===== config.mk =====
export PLATFORM = sky130hd
export DESIGN_NAME = hazard_ctrl
export DESIGN_NICKNAME = d
export VERILOG_FILES = /design/src/rtl/hazard_ctrl.sv
export SDC_FILE = /design/constraint.sdc
export NUM_CORES = 1
export LEC_CHECK = 0
export ABC_AREA = 1
export CAP_MARGIN = 20
export CORE_UTILIZATION = 40
export CTS_CLUSTER_DIAMETER = 200
export DETAILED_ROUTE_END_ITERATION = 8
export MAX_ROUTING_LAYER = met4
export PLACE_DENSITY = 0.71
export SETUP_SLACK_MARGIN = 0.4
export SLEW_MARGIN = 20
export SYNTH_ARGS = -nofsm -noshare
export SYNTH_HDL_FRONTEND = slang
export SYNTH_SLANG_ARGS = --single-unit

===== constraint.sdc =====
create_clock -name clk -period 6.2 [get_ports clk]
set_clock_uncertainty 0.2 [all_clocks]
set_input_delay 1.24 -clock clk [delete_from_list [all_inputs] [get_ports clk]]
set_output_delay 1.24 -clock clk [all_outputs]
set_load 0.01 [all_outputs]

===== src/rtl/hazard_ctrl.sv =====
// Hazard and stall controller for the 5-stage MIPS pipeline: forwarding selects,
// load-use/branch/memory stalls, a memory wait-state FSM with timeout, and a stall-cycle counter.
module hazard_ctrl #(
  parameter int TIMEOUT = 64,
  parameter int CNT_W   = 16
) (
  input  logic             clk,
  input  logic             reset,
  input  logic [4:0]       RsD,
  input  logic [4:0]       RtD,
  input  logic [4:0]       RsE,
  input  logic [4:0]       RtE,
  input  logic [4:0]       WriteRegE,
  input  logic [4:0]       WriteRegM,
  input  logic [4:0]       WriteRegW,
  input  logic             RegWriteE,
  input  logic             RegWriteM,
  input  logic             RegWriteW,
  input  logic             MemtoRegE,
  input  logic             MemtoRegM,
  input  logic             BranchD,
  input  logic             MemReqM,
  input  logic             MemReadyM,
  input  logic             StatClr,
  output logic             StallF,
  output logic             StallD,
  output logic             StallE,
  output logic             StallM,
  output logic             FlushE,
  output logic             FlushW,
  output logic             ForwardAD,
  output logic             ForwardBD,
  output logic [1:0]       ForwardAE,
  output logic [1:0]       ForwardBE,
  output logic             BusErr,
  output logic [CNT_W-1:0] StallCount
);

  typedef enum logic [1:0] {RUN, WAIT, ERR} state_t;

  localparam logic [7:0] WAIT_LAST = 8'(TIMEOUT - 1);

  state_t           state_q, state_d;
  logic [7:0]       wait_cnt_q, wait_cnt_d;
  logic             bus_err_q, bus_err_d;
  logic [CNT_W-1:0] stall_count_q, stall_count_d;

  logic lwstall, branchstall, memstall;

  function automatic logic [1:0] fwd_e(input logic [4:0] src, input logic [4:0] wr_m,
                                       input logic rw_m, input logic [4:0] wr_w,
                                       input logic rw_w);
    if (src != 5'd0 && rw_m && src == wr_m)      return 2'b10;
    else if (src != 5'd0 && rw_w && src == wr_w) return 2'b01;
    else                                         return 2'b00;
  endfunction

  always_comb begin
    lwstall     = MemtoRegE && (RtE == RsD || RtE == RtD);
    branchstall = BranchD &&
                  ((RegWriteE && (WriteRegE == RsD || WriteRegE == RtD)) ||
                   (MemtoRegM && (WriteRegM == RsD || WriteRegM == RtD)));
    memstall    = MemReqM && !MemReadyM;
  end

  // A memory wait holds E instead of bubbling it, so it must outrank load-use/branch stalls.
  always_comb begin
    StallF    = 1'b0;
    StallD    = 1'b0;
    StallE    = 1'b0;
    StallM    = 1'b0;
    FlushE    = 1'b0;
    FlushW    = 1'b0;
    ForwardAE = 2'b00;
    ForwardBE = 2'b00;
    ForwardAD = 1'b0;
    ForwardBD = 1'b0;
    if (!reset) begin
      ForwardAE = fwd_e(RsE, WriteRegM, RegWriteM, WriteRegW, RegWriteW);
      ForwardBE = fwd_e(RtE, WriteRegM, RegWriteM, WriteRegW, RegWriteW);
      ForwardAD = (RsD != 5'd0) && RegWriteM && (RsD == WriteRegM);
      ForwardBD = (RtD != 5'd0) && RegWriteM && (RtD == WriteRegM);
      if (state_q == ERR || memstall) begin
        StallF = 1'b1;
        StallD = 1'b1;
        StallE = 1'b1;
        StallM = 1'b1;
        FlushW = 1'b1;
      end else if (lwstall || branchstall) begin
        StallF = 1'b1;
        StallD = 1'b1;
        FlushE = 1'b1;
      end
    end
  end

  always_comb begin
    state_d    = state_q;
    wait_cnt_d = wait_cnt_q;
    bus_err_d  = bus_err_q;
    case (state_q)
      RUN: begin
        if (memstall) begin
          state_d    = WAIT;
          wait_cnt_d = 8'd1;
        end
      end
      WAIT: begin
        if (!memstall) begin
          state_d    = RUN;
          wait_cnt_d = 8'd0;
        end else if (wait_cnt_q == WAIT_LAST) begin
          state_d   = ERR;
          bus_err_d = 1'b1;
        end else begin
          wait_cnt_d = wait_cnt_q + 8'd1;
        end
      end
      ERR:     bus_err_d = 1'b1;
      default: state_d   = RUN;
    endcase
  end

  // Clear takes precedence over counting so software reads a clean zero.
  always_comb begin
    stall_count_d = stall_count_q;
    if (StatClr)
      stall_count_d = '0;
    else if (StallF && !(&stall_count_q))
      stall_count_d = stall_count_q + CNT_W'(1);
  end

  always_ff @(posedge clk or posedge reset) begin
    if (reset) begin
      state_q       <= RUN;
      wait_cnt_q    <= 8'd0;
      bus_err_q     <= 1'b0;
      stall_count_q <= '0;
    end else begin
      state_q       <= state_d;
      wait_cnt_q    <= wait_cnt_d;
      bus_err_q     <= bus_err_d;
      stall_count_q <= stall_count_d;
    end
  end

  assign BusErr     = bus_err_q;
  assign StallCount = stall_count_q;

endmodule


==> results_tabular.tex, run 1 <==
\begin{tabular}{lr}
\hline
Metric & Value \\
\hline
\multicolumn{2}{l}{\textbf{STA}} \\
\quad Final Hold Vio Count & 0 \\
\quad Maximum operating frequency & 205 MHz \\
\quad Total Negative Setup Slacks & 0 ns \\
\quad Number of setup violations in the final report & 0 \\
\quad Pins Over Slew Limit & 0 \\
\quad Setup repair after global routing missed its margin & no \\
\quad Time the worst path needs with I/O delays and setup & 4.87 ns \\
\quad Headroom to the max-slew limit & 54.8\% \\
\quad Hold slack final & 0.276 ns \\
\quad Worst Tran Pin Value & 0.677 ns \\
\quad Share of the clock period used by the worst path & 78.5\% \\
\multicolumn{2}{l}{\textbf{Power and ir drop}} \\
\quad Overall power consumption & 0.000402 W \\
\quad Max IR drop VDD & 0.120 mV \\
\quad Power density normalized to cell area & 122 mW/mm\^{}2 \\
\quad Static leakage power & 1.62 nW \\
\multicolumn{2}{l}{\textbf{Drt}} \\
\quad DRC violations left & 0 \\
\quad Final wirelength & 6610 um \\
\quad Detailed-route vias per instance & 4.97 \\
\quad Detail-routed net length per standard cell & 12.3 um \\
\quad Total via count after detailed routing & 2674 \\
\quad Detailed-router iteration count before antenna repair & 4 \\
\quad Iter 0 DRT Violations & 180 \\
\quad Post-DRT Antenna Nets & 0 \\
\multicolumn{2}{l}{\textbf{Global route}} \\
\quad Maximum number of pins on one net before global-route repair & 30 \\
\quad Antenna violations before repair & 0 \\
\quad First-pass GRT wire length & 10900 um \\
\quad Vias in the first global route & 2420 \\
\quad Overall global routing resource usage & 21.6\% \\
\quad Grt total ovfl & 0 \\
\multicolumn{2}{l}{\textbf{Clocking}} \\
\quad Count of clock tree sinks & 27 \\
\quad H-tree level count & 1 \\
\quad Quantity of hold-fixing buffers added after cts & 0 \\
\quad Root Driver & sky130\_fd\_sc\_hd\_\_clkbuf\_8 \\
\quad Setup fix buffers added after clock tree synthesis & 0 \\
\quad Clock transition at the register clock pins on the worst setup and hold paths after CTS & 0.09 ns \\
\quad Buffers from clock root to sink, at most & 2 \\
\quad Latest clock arrival within the worst-skew pair & 0.27 ns \\
\quad Number of CTS-inserted buffers & 3 \\
\quad TritonCTS clock tree & yes \\
\quad Resized cells post-CTS & 0 \\
\multicolumn{2}{l}{\textbf{Final layout}} \\
\quad FILL cells & 576 \\
\quad Antenna diodes & 0 \\
\quad Core occupancy in the finished layout & 55.4\% \\
\quad Final non-filler cell total & 538 \\
\quad Final-stage net count & 512 \\
\quad Area delta synth->final & 33.0\% \\
\quad Footprint of the multi-input gates & 0.00151 mm\^{}2 \\
\quad FF+latch area & 676 um\^{}2 \\
\quad Fraction of final layout cells sized beyond drive strength 1 & 3.46\% \\
\multicolumn{2}{l}{\textbf{Worst setup path}} \\
\quad CP dominant cell by count & sky130\_fd\_sc\_hd\_\_nand2\_1 \\
\quad Reg-to-reg endpoint & StallCount[6] \\
\quad Critical path class & in -> out \\
\quad Endpoint arrival time on the critical path & 3.43 ns \\
\quad Startpoint types & input pin \\
\quad Beginning of the worst register-to-register path & StallCount[0] \\
\quad R2R setup slack & 3.81 ns \\
\quad Worst setup endpoint & StallD \\
\quad CP peak stage delay & 0.61 ns \\
\quad Worst Path Max Fanout & 5 \\
\quad Worst r2r path cells & 12 \\
\quad Critical Path Sink Type & primary output \\
\quad Cells along the critical path & clkdlybuf4s50\_1 -> inv\_1 -> nand2\_1 -> nand2\_1 -> nor2\_1 -> nand3\_1 -> nand2\_1 -> nand2\_1 -> nand2\_1 -> nand2\_1 -> nand3\_2 -> nand2\_1 -> inv\_1 -> clkdlybuf4s50\_1 \\
\quad Required time at the endpoint of the critical path & 4.76 ns \\
\quad Worst setup startpoint & WriteRegM[2] \\
\quad Cell with the largest stage delay on the worst path & sky130\_fd\_sc\_hd\_\_clkdlybuf4s50\_1 \\
\multicolumn{2}{l}{\textbf{Logic synthesis}} \\
\quad Main combinational cell family by area after synthesis & simple AND/OR/NAND/NOR gates \\
\quad Main area contributors after synthesis & sky130\_fd\_sc\_hd\_\_dfrtp\_1 (27\%), sky130\_fd\_sc\_hd\_\_nand2\_1 (18\%), sky130\_fd\_sc\_hd\_\_inv\_1 (9.1\%) \\
\quad Top-area cell type share of the netlist area & 27.3\% \\
\quad Net count after synthesis & 443 \\
\quad Summed instance area of the synthesized netlist & 0.00248 mm\^{}2 \\
\quad Primary FF master, synth & sky130\_fd\_sc\_hd\_\_dfrtp\_1 \\
\quad Instance count of the mapped netlist & 395 \\
\quad Distinct cells, synth & 39 \\
\quad Number of warnings issued by yosys & 0 \\
\quad Number of enable-type register cells in the synthesized netlist & 0 \\
\quad Area fraction in compound gates after synthesis & 9.39\% \\
\quad \#FFs+latches synth & 27 \\
\quad Post-Synthesis Mean Instance Area & 6.28 um\^{}2 \\
\quad Fraction of registers with async set or reset after synthesis & 100\% \\
\quad Library cell with the highest instance count after synthesis & sky130\_fd\_sc\_hd\_\_nand2\_1 \\
\quad Share of synthesized area occupied by flip-flops and latches & 27.3\% \\
\quad Multiplexer fraction of the synthesized cell area & 0\% \\
\quad Simple-gate share of the synthesized area & 40.5\% \\
\quad Fraction of the mapped netlist area in adder cells & 1.01\% \\
\quad Synth Area in XOR/XNOR & 9.89\% \\
\quad Ranking of synthesized cells by instance count & sky130\_fd\_sc\_hd\_\_nand2\_1 (122), sky130\_fd\_sc\_hd\_\_inv\_1 (60), sky130\_fd\_sc\_hd\_\_nor2\_1 (48), sky130\_fd\_sc\_hd\_\_nand3\_1 (28), sky130\_fd\_sc\_hd\_\_dfrtp\_1 (27) \\
\quad Cell type contributing the most total cell area after synthesis & sky130\_fd\_sc\_hd\_\_dfrtp\_1 \\
\multicolumn{2}{l}{\textbf{Floorplanning}} \\
\quad Chip width & 80.7 um \\
\quad Die height & 80.7 um \\
\quad Standard-cell rows & 28 \\
\quad Placeable core region & 0.00596 mm\^{}2 \\
\quad Area enclosed by the die boundary & 0.00652 mm\^{}2 \\
\quad Initial core utilization & 41.6\% \\
\quad Number of placed I/O pins & 75 \\
\multicolumn{2}{l}{\textbf{Placed design}} \\
\quad Global placement routability congestion & 0.971 \\
\quad Post-DP HPWL & 5180 um \\
\quad Number of placed cells counting well taps & 534 \\
\quad Count of input and output buffers & 74 \\
\multicolumn{2}{l}{\textbf{Run status}} \\
\quad Run status & finished clean \\
\multicolumn{2}{l}{\textbf{Job}} \\
\quad Count of max-cap constraint violations & 0 \\
\multicolumn{2}{l}{\textbf{Worst hold path}} \\
\quad Path class of the lowest-slack min-delay path & reg -> reg \\
\quad Hold Path Cell Cnt & 1 \\
\hline
\end{tabular}
[layout make-up]
class,instances,area share [%]
Tap cell,75,2.85
Timing Repair Buffer,75,22.7
Clock inverter,1,0.152
Multi-Input combinational cell,297,45.7
Sequential cell,27,20.5
Clock buffer,3,1.25
Inverter,60,6.83
[report_power, final]
part	switching (W)	total [W]	internal, W	leakage, nW
clock	0.0000538	0.0000988	0.0000450	0.0255
combinational	0.0000608	0.000118	0.0000577	1.24
sequential	0.00000552	0.000185	0.000180	0.355
total	0.000120	0.000402	0.000282	1.62
[logic make-up after synthesis]
| group | Yosys count |
|---|---|
| AO/OA/AOI/OAI | 38 |
| XOR/XNOR | 28 |
| flip-flops | 27 |
| adder cells (fa/ha/maj) | 2 |
| AND/OR/NAND/NOR | 229 |
| buffers and inverters | 71 |
[worst min-delay path by stage]
stage / from / endpoint / slack, ns
after global placement: BusErr / BusErr / 0.25
after CTS: state_q[0] / state_q[0] / 0.28
after detailed placement: BusErr / BusErr / 0.26
after global routing: BusErr / BusErr / 0.30
after floorplan: state_q[0] / state_q[0] / 0.24
final: BusErr / BusErr / 0.28
[through the flow]
step | cell area [um^2] | setup WS, ns
floorplan | 2480 | 2.27
global placement | 3250 | 1.36
detailed placement | 3250 | 1.32
CTS | 3300 | 1.31
global route | 3300 | 1.12
finish | 3300 | 1.33
[routing by layer]
metal  global-route usage (%)  share of wire (%)  vias up
met5                        -                  0        -
met4                     4.82                1.8        0
met3                     3.30                6.0       12
met2                     35.2                 46       73
met1                     28.3                 47     1201
li1                         -                  -     1388
[cells in the final DEF, fill, tap and decap left out, types with 2 or more instances in the layout]
cell / netlist / routed
sky130_fd_sc_hd__a211oi_1: 3 / 3
sky130_fd_sc_hd__a21oi_1: 12 / 12
sky130_fd_sc_hd__a221oi_1: 3 / 3
sky130_fd_sc_hd__clkbuf_8: 0 / 3
sky130_fd_sc_hd__clkdlybuf4s50_1: 0 / 74
sky130_fd_sc_hd__dfrtp_1: 27 / 27
sky130_fd_sc_hd__ha_1: 2 / 2
sky130_fd_sc_hd__inv_1: 60 / 60
sky130_fd_sc_hd__nand2_1: 122 / 122
sky130_fd_sc_hd__nand3_1: 28 / 28
sky130_fd_sc_hd__nand4_1: 7 / 7
sky130_fd_sc_hd__nor2_1: 48 / 48
sky130_fd_sc_hd__nor3_1: 7 / 7
sky130_fd_sc_hd__nor4_1: 4 / 4
sky130_fd_sc_hd__o21ai_0: 11 / 11
sky130_fd_sc_hd__o22ai_1: 3 / 3
sky130_fd_sc_hd__or2_2: 2 / 2
sky130_fd_sc_hd__xnor2_1: 18 / 18
sky130_fd_sc_hd__xor2_1: 10 / 10
[registers in the layout (all words and copies together) (netlist names)]
signal / count
BusErr: 1
StallCount: 16
state_q: 2
wait_cnt_q: 8
[worst max-delay path, delay by kind of cell]
family / cells / cell delay [ns]
AND/OR/NAND/NOR: 10 / 0.80
buffers and inverters: 4 / 1.37
No activity file was read; power rests on OpenSTA's default activity.
==> run 2: changes to the inputs <==
==> constraint.sdc (replaced) <==
create_clock -name clk -period 4.5 [get_ports clk]
set_clock_uncertainty 0.2 [all_clocks]
set_input_delay 0.9 -clock clk [delete_from_list [all_inputs] [get_ports clk]]
set_output_delay 0.9 -clock clk [all_outputs]
set_load 0.01 [all_outputs]
==> run 2 against run 1 <==
Compared with the run above: design area up 0.23%; final cell count unchanged; first-iteration DRC count down 34%; core utilization up 0.13 points; clock-buffer cell count unchanged; sequential power up 38%; non-clock buffer count unchanged; critical path type unchanged; largest cell class unchanged; largest power group unchanged.
==> results_tabular.tex, run 2 (synthesis gave the netlist of run 1 again) <==
\begin{tabular}{lr}
\hline
Metric & Value \\
\hline
\multicolumn{2}{l}{\textbf{Final layout}} \\
\quad Area delta synth->final & 33.3\% \\
\quad Flip-flop count of the largest register after layout & 16 (unchanged) \\
\quad Core occupancy in the finished layout & 55.5\% (+0.13 points) \\
\quad Most common cell after layout, fill and taps aside & sky130\_fd\_sc\_hd\_\_nand2\_1 \\
\quad Antenna diodes & 0 (unchanged) \\
\quad Final-stage net count & 512 (unchanged) \\
\quad Fraction of final layout cells sized beyond drive strength 1 & 3.89\% (+0.43 points) \\
\quad Top library cells by usage in the layout, fill and taps aside & sky130\_fd\_sc\_hd\_\_nand2\_1 (122), sky130\_fd\_sc\_hd\_\_clkdlybuf4s50\_1 (61), sky130\_fd\_sc\_hd\_\_inv\_1 (59) \\
\multicolumn{2}{l}{\textbf{Global route}} \\
\quad Grt total ovfl & 0 (unchanged) \\
\quad Maximum number of pins on one net before global-route repair & 29 (-3.3\%) \\
\quad First-pass GRT wire length & 11200 um (+2.3\%) \\
\quad Antenna violations before repair & 0 (unchanged) \\
\quad Overall global routing resource usage & 22.1\% (+0.49 points) \\
\quad Vias in the first global route & 2481 (+2.5\%) \\
\multicolumn{2}{l}{\textbf{Clocking}} \\
\quad Count of clock tree sinks & 27 (unchanged) \\
\quad TritonCTS clock tree & yes \\
\quad Root Driver & sky130\_fd\_sc\_hd\_\_clkbuf\_8 \\
\quad H-tree level count & 1 (unchanged) \\
\quad Buffers from clock root to sink, at most & 2 (unchanged) \\
\quad Number of CTS-inserted buffers & 3 (unchanged) \\
\quad Latest clock arrival within the worst-skew pair & 0.28 ns (about the same) \\
\quad Clock transition at the register clock pins on the worst setup and hold paths after CTS & 0.10 ns (about the same) \\
\multicolumn{2}{l}{\textbf{STA}} \\
\quad Hold slack final & 0.275 ns (-0.000138 ns) \\
\quad Setup repair after global routing missed its margin & no \\
\quad Time the worst path needs with I/O delays and setup & 3.94 ns \\
\quad Share of the clock period used by the worst path & 87.6\% \\
\quad Maximum operating frequency & 254 MHz \\
\quad Number of setup violations in the final report & 0 (unchanged) \\
\quad Total Negative Setup Slacks & 0 ns (unchanged) \\
\quad Worst Tran Pin Value & 0.677 ns (+0.000440 ns) \\
\quad Final Hold Vio Count & 0 (unchanged) \\
\quad Pins Over Slew Limit & 0 (unchanged) \\
\quad Headroom to the max-slew limit & 54.8\% (about the same) \\
\multicolumn{2}{l}{\textbf{Worst setup path}} \\
\quad Worst setup startpoint & RtE[4] \\
\quad R2R setup slack & 2.16 ns (-1.65 ns) \\
\quad Required time at the endpoint of the critical path & 3.40 ns (-1.36 ns) \\
\quad Beginning of the worst register-to-register path & StallCount[0] \\
\quad Endpoint arrival time on the critical path & 2.84 ns (-0.59 ns) \\
\quad Startpoint types & input pin \\
\quad Critical path class & in -> out \\
\quad Worst Path Max Fanout & 6 (+1) \\
\quad Critical Path Sink Type & primary output \\
\multicolumn{2}{l}{\textbf{Placed design}} \\
\quad Global placement routability congestion & 0.934 (-3.8\%) \\
\quad Post-DP HPWL & 5220 um (+0.76\%) \\
\quad Count of input and output buffers & 74 (unchanged) \\
\multicolumn{2}{l}{\textbf{Floorplanning}} \\
\quad Chip width & 80.7 um (unchanged) \\
\quad Number of placed I/O pins & 75 (unchanged) \\
\quad Die height & 80.7 um (unchanged) \\
\quad Initial core utilization & 41.6\% (unchanged) \\
\quad Placeable core region & 0.00596 mm\^{}2 (unchanged) \\
\quad Area enclosed by the die boundary & 0.00652 mm\^{}2 (unchanged) \\
\quad Standard-cell rows & 28 (unchanged) \\
\multicolumn{2}{l}{\textbf{Drt}} \\
\quad DRC violations left & 0 (unchanged) \\
\quad Final wirelength & 6720 um (+1.8\%) \\
\quad Iter 0 DRT Violations & 118 (-34\%) \\
\quad Post-DRT Antenna Nets & 0 (unchanged) \\
\quad Detailed-route vias per instance & 5.00 (+0.52\%) \\
\quad Total via count after detailed routing & 2688 (+0.52\%) \\
\quad Detailed-router iteration count before antenna repair & 4 (unchanged) \\
\quad Detail-routed net length per standard cell & 12.5 um (+1.8\%) \\
\multicolumn{2}{l}{\textbf{Power and ir drop}} \\
\quad Fraction of power spent switching nets & 31.3\% (+1.4 points) \\
\quad Power density normalized to cell area & 170 mW/mm\^{}2 (+40\%) \\
\quad Net switching power of the design & 0.000176 W (+47\%) \\
\quad Part of the power in combinational logic & 28.6\% (-0.8 points) \\
\quad Clock network fraction of design power & 26.1\% (+1.6 points) \\
\quad Static leakage power & 1.67 nW (+3.3\%) \\
\quad Power share of the sequential group & 45.3\% (-0.7 points) \\
\quad Internal Pwr Total & 0.000387 W (+37\%) \\
\quad Max IR drop VDD & 0.155 mV (+29\%) \\
\multicolumn{2}{l}{\textbf{Run status}} \\
\quad Run status & finished clean \\
\multicolumn{2}{l}{\textbf{Worst hold path}} \\
\quad Path class of the lowest-slack min-delay path & reg -> reg \\
\quad Source of the worst hold timing path & state\_q[0] \\
\multicolumn{2}{l}{\textbf{Job}} \\
\quad Count of max-cap constraint violations & 0 (unchanged) \\
\hline
\end{tabular}
run 2: worst max-delay path, stage by stage:
cell and delay (ns):
sky130_fd_sc_hd__clkdlybuf4s50_1 0.56, sky130_fd_sc_hd__nand2_1 0.13, sky130_fd_sc_hd__o21ai_0 0.09, sky130_fd_sc_hd__a211o_1 0.30, sky130_fd_sc_hd__nor4_2 0.16, sky130_fd_sc_hd__and2_1 0.17, sky130_fd_sc_hd__clkdlybuf4s50_1 0.53
run 2: path summary, 6_finish.rpt:
| check | to | depth (start not counted) |
|---|---|---|
| max in group asynchronous | StallCount[8] | 3 |
| min in group asynchronous | wait_cnt_q[7] | 3 |
| min | state_q[0] | 1 |
| max | ForwardBE[1] | 7 |
| max reg2reg | StallCount[8] | 12 |
| min reg2reg | state_q[0] | 1 |
run 2: what timing repair did:
action / 4_1_cts / 5_1_grt
setup endpoints to repair: 3 / 4
buffers inserted: 0 / 0
hold buffers: 0 / 0
gates cloned: 0 / 0
resized for setup: 10 / 5
run 2: power groups by stage:
stage / logic, W / registers, W / clock network, W
after floorplan: 0.0000816 / 0.000260 / 0
after global placement: 0.000162 / 0.000260 / 0
after detailed placement: 0.000163 / 0.000260 / 0
after CTS: 0.000161 / 0.000255 / 0.000152
after global routing: 0.000181 / 0.000256 / 0.000158
final: 0.000161 / 0.000255 / 0.000147
run 2: through the flow:
| stage | total power (W) | std cells | cell area, um^2 | setup WS, ns |
|---|---|---|---|---|
| 3_5_place_dp | 0.000423 | 534 | 3250 | 0.269 |
| 2_1_floorplan | 0.000341 | 395 | 2480 | 1.25 |
| 3_3_place_gp | 0.000422 | 534 | 3250 | 0.342 |
| 4_1_cts | 0.000568 | 538 | 3290 | 0.403 |
| 5_1_grt | 0.000595 | 538 | 3300 | 0.402 |
| 6_report | 0.000563 | 538 | 3300 | 0.558 |
run 2: area by class of cell:
type	count	area (um^2)
Clock inverter	1	7.51
Fill cell	599	2650
Clock buffer	3	41.3
Sequential cell	27	676
Tap cell	75	93.8
Inverter	60	225
Multi-Input combinational cell	297	1510
Timing Repair Buffer	75	747
run 2: layer usage:
layer | part of all wire, % | vias to the layer above | track usage, % | wire (um)
li1 | - | 1382 | - | -
met1 | 47 | 1225 | 28.9 | 3150
met2 | 47 | 75 | 36.4 | 3160
met3 | 5.5 | 6 | 3.64 | 367
met4 | 0.68 | 0 | 3.57 | 46
met5 | 0 | - | - | 0
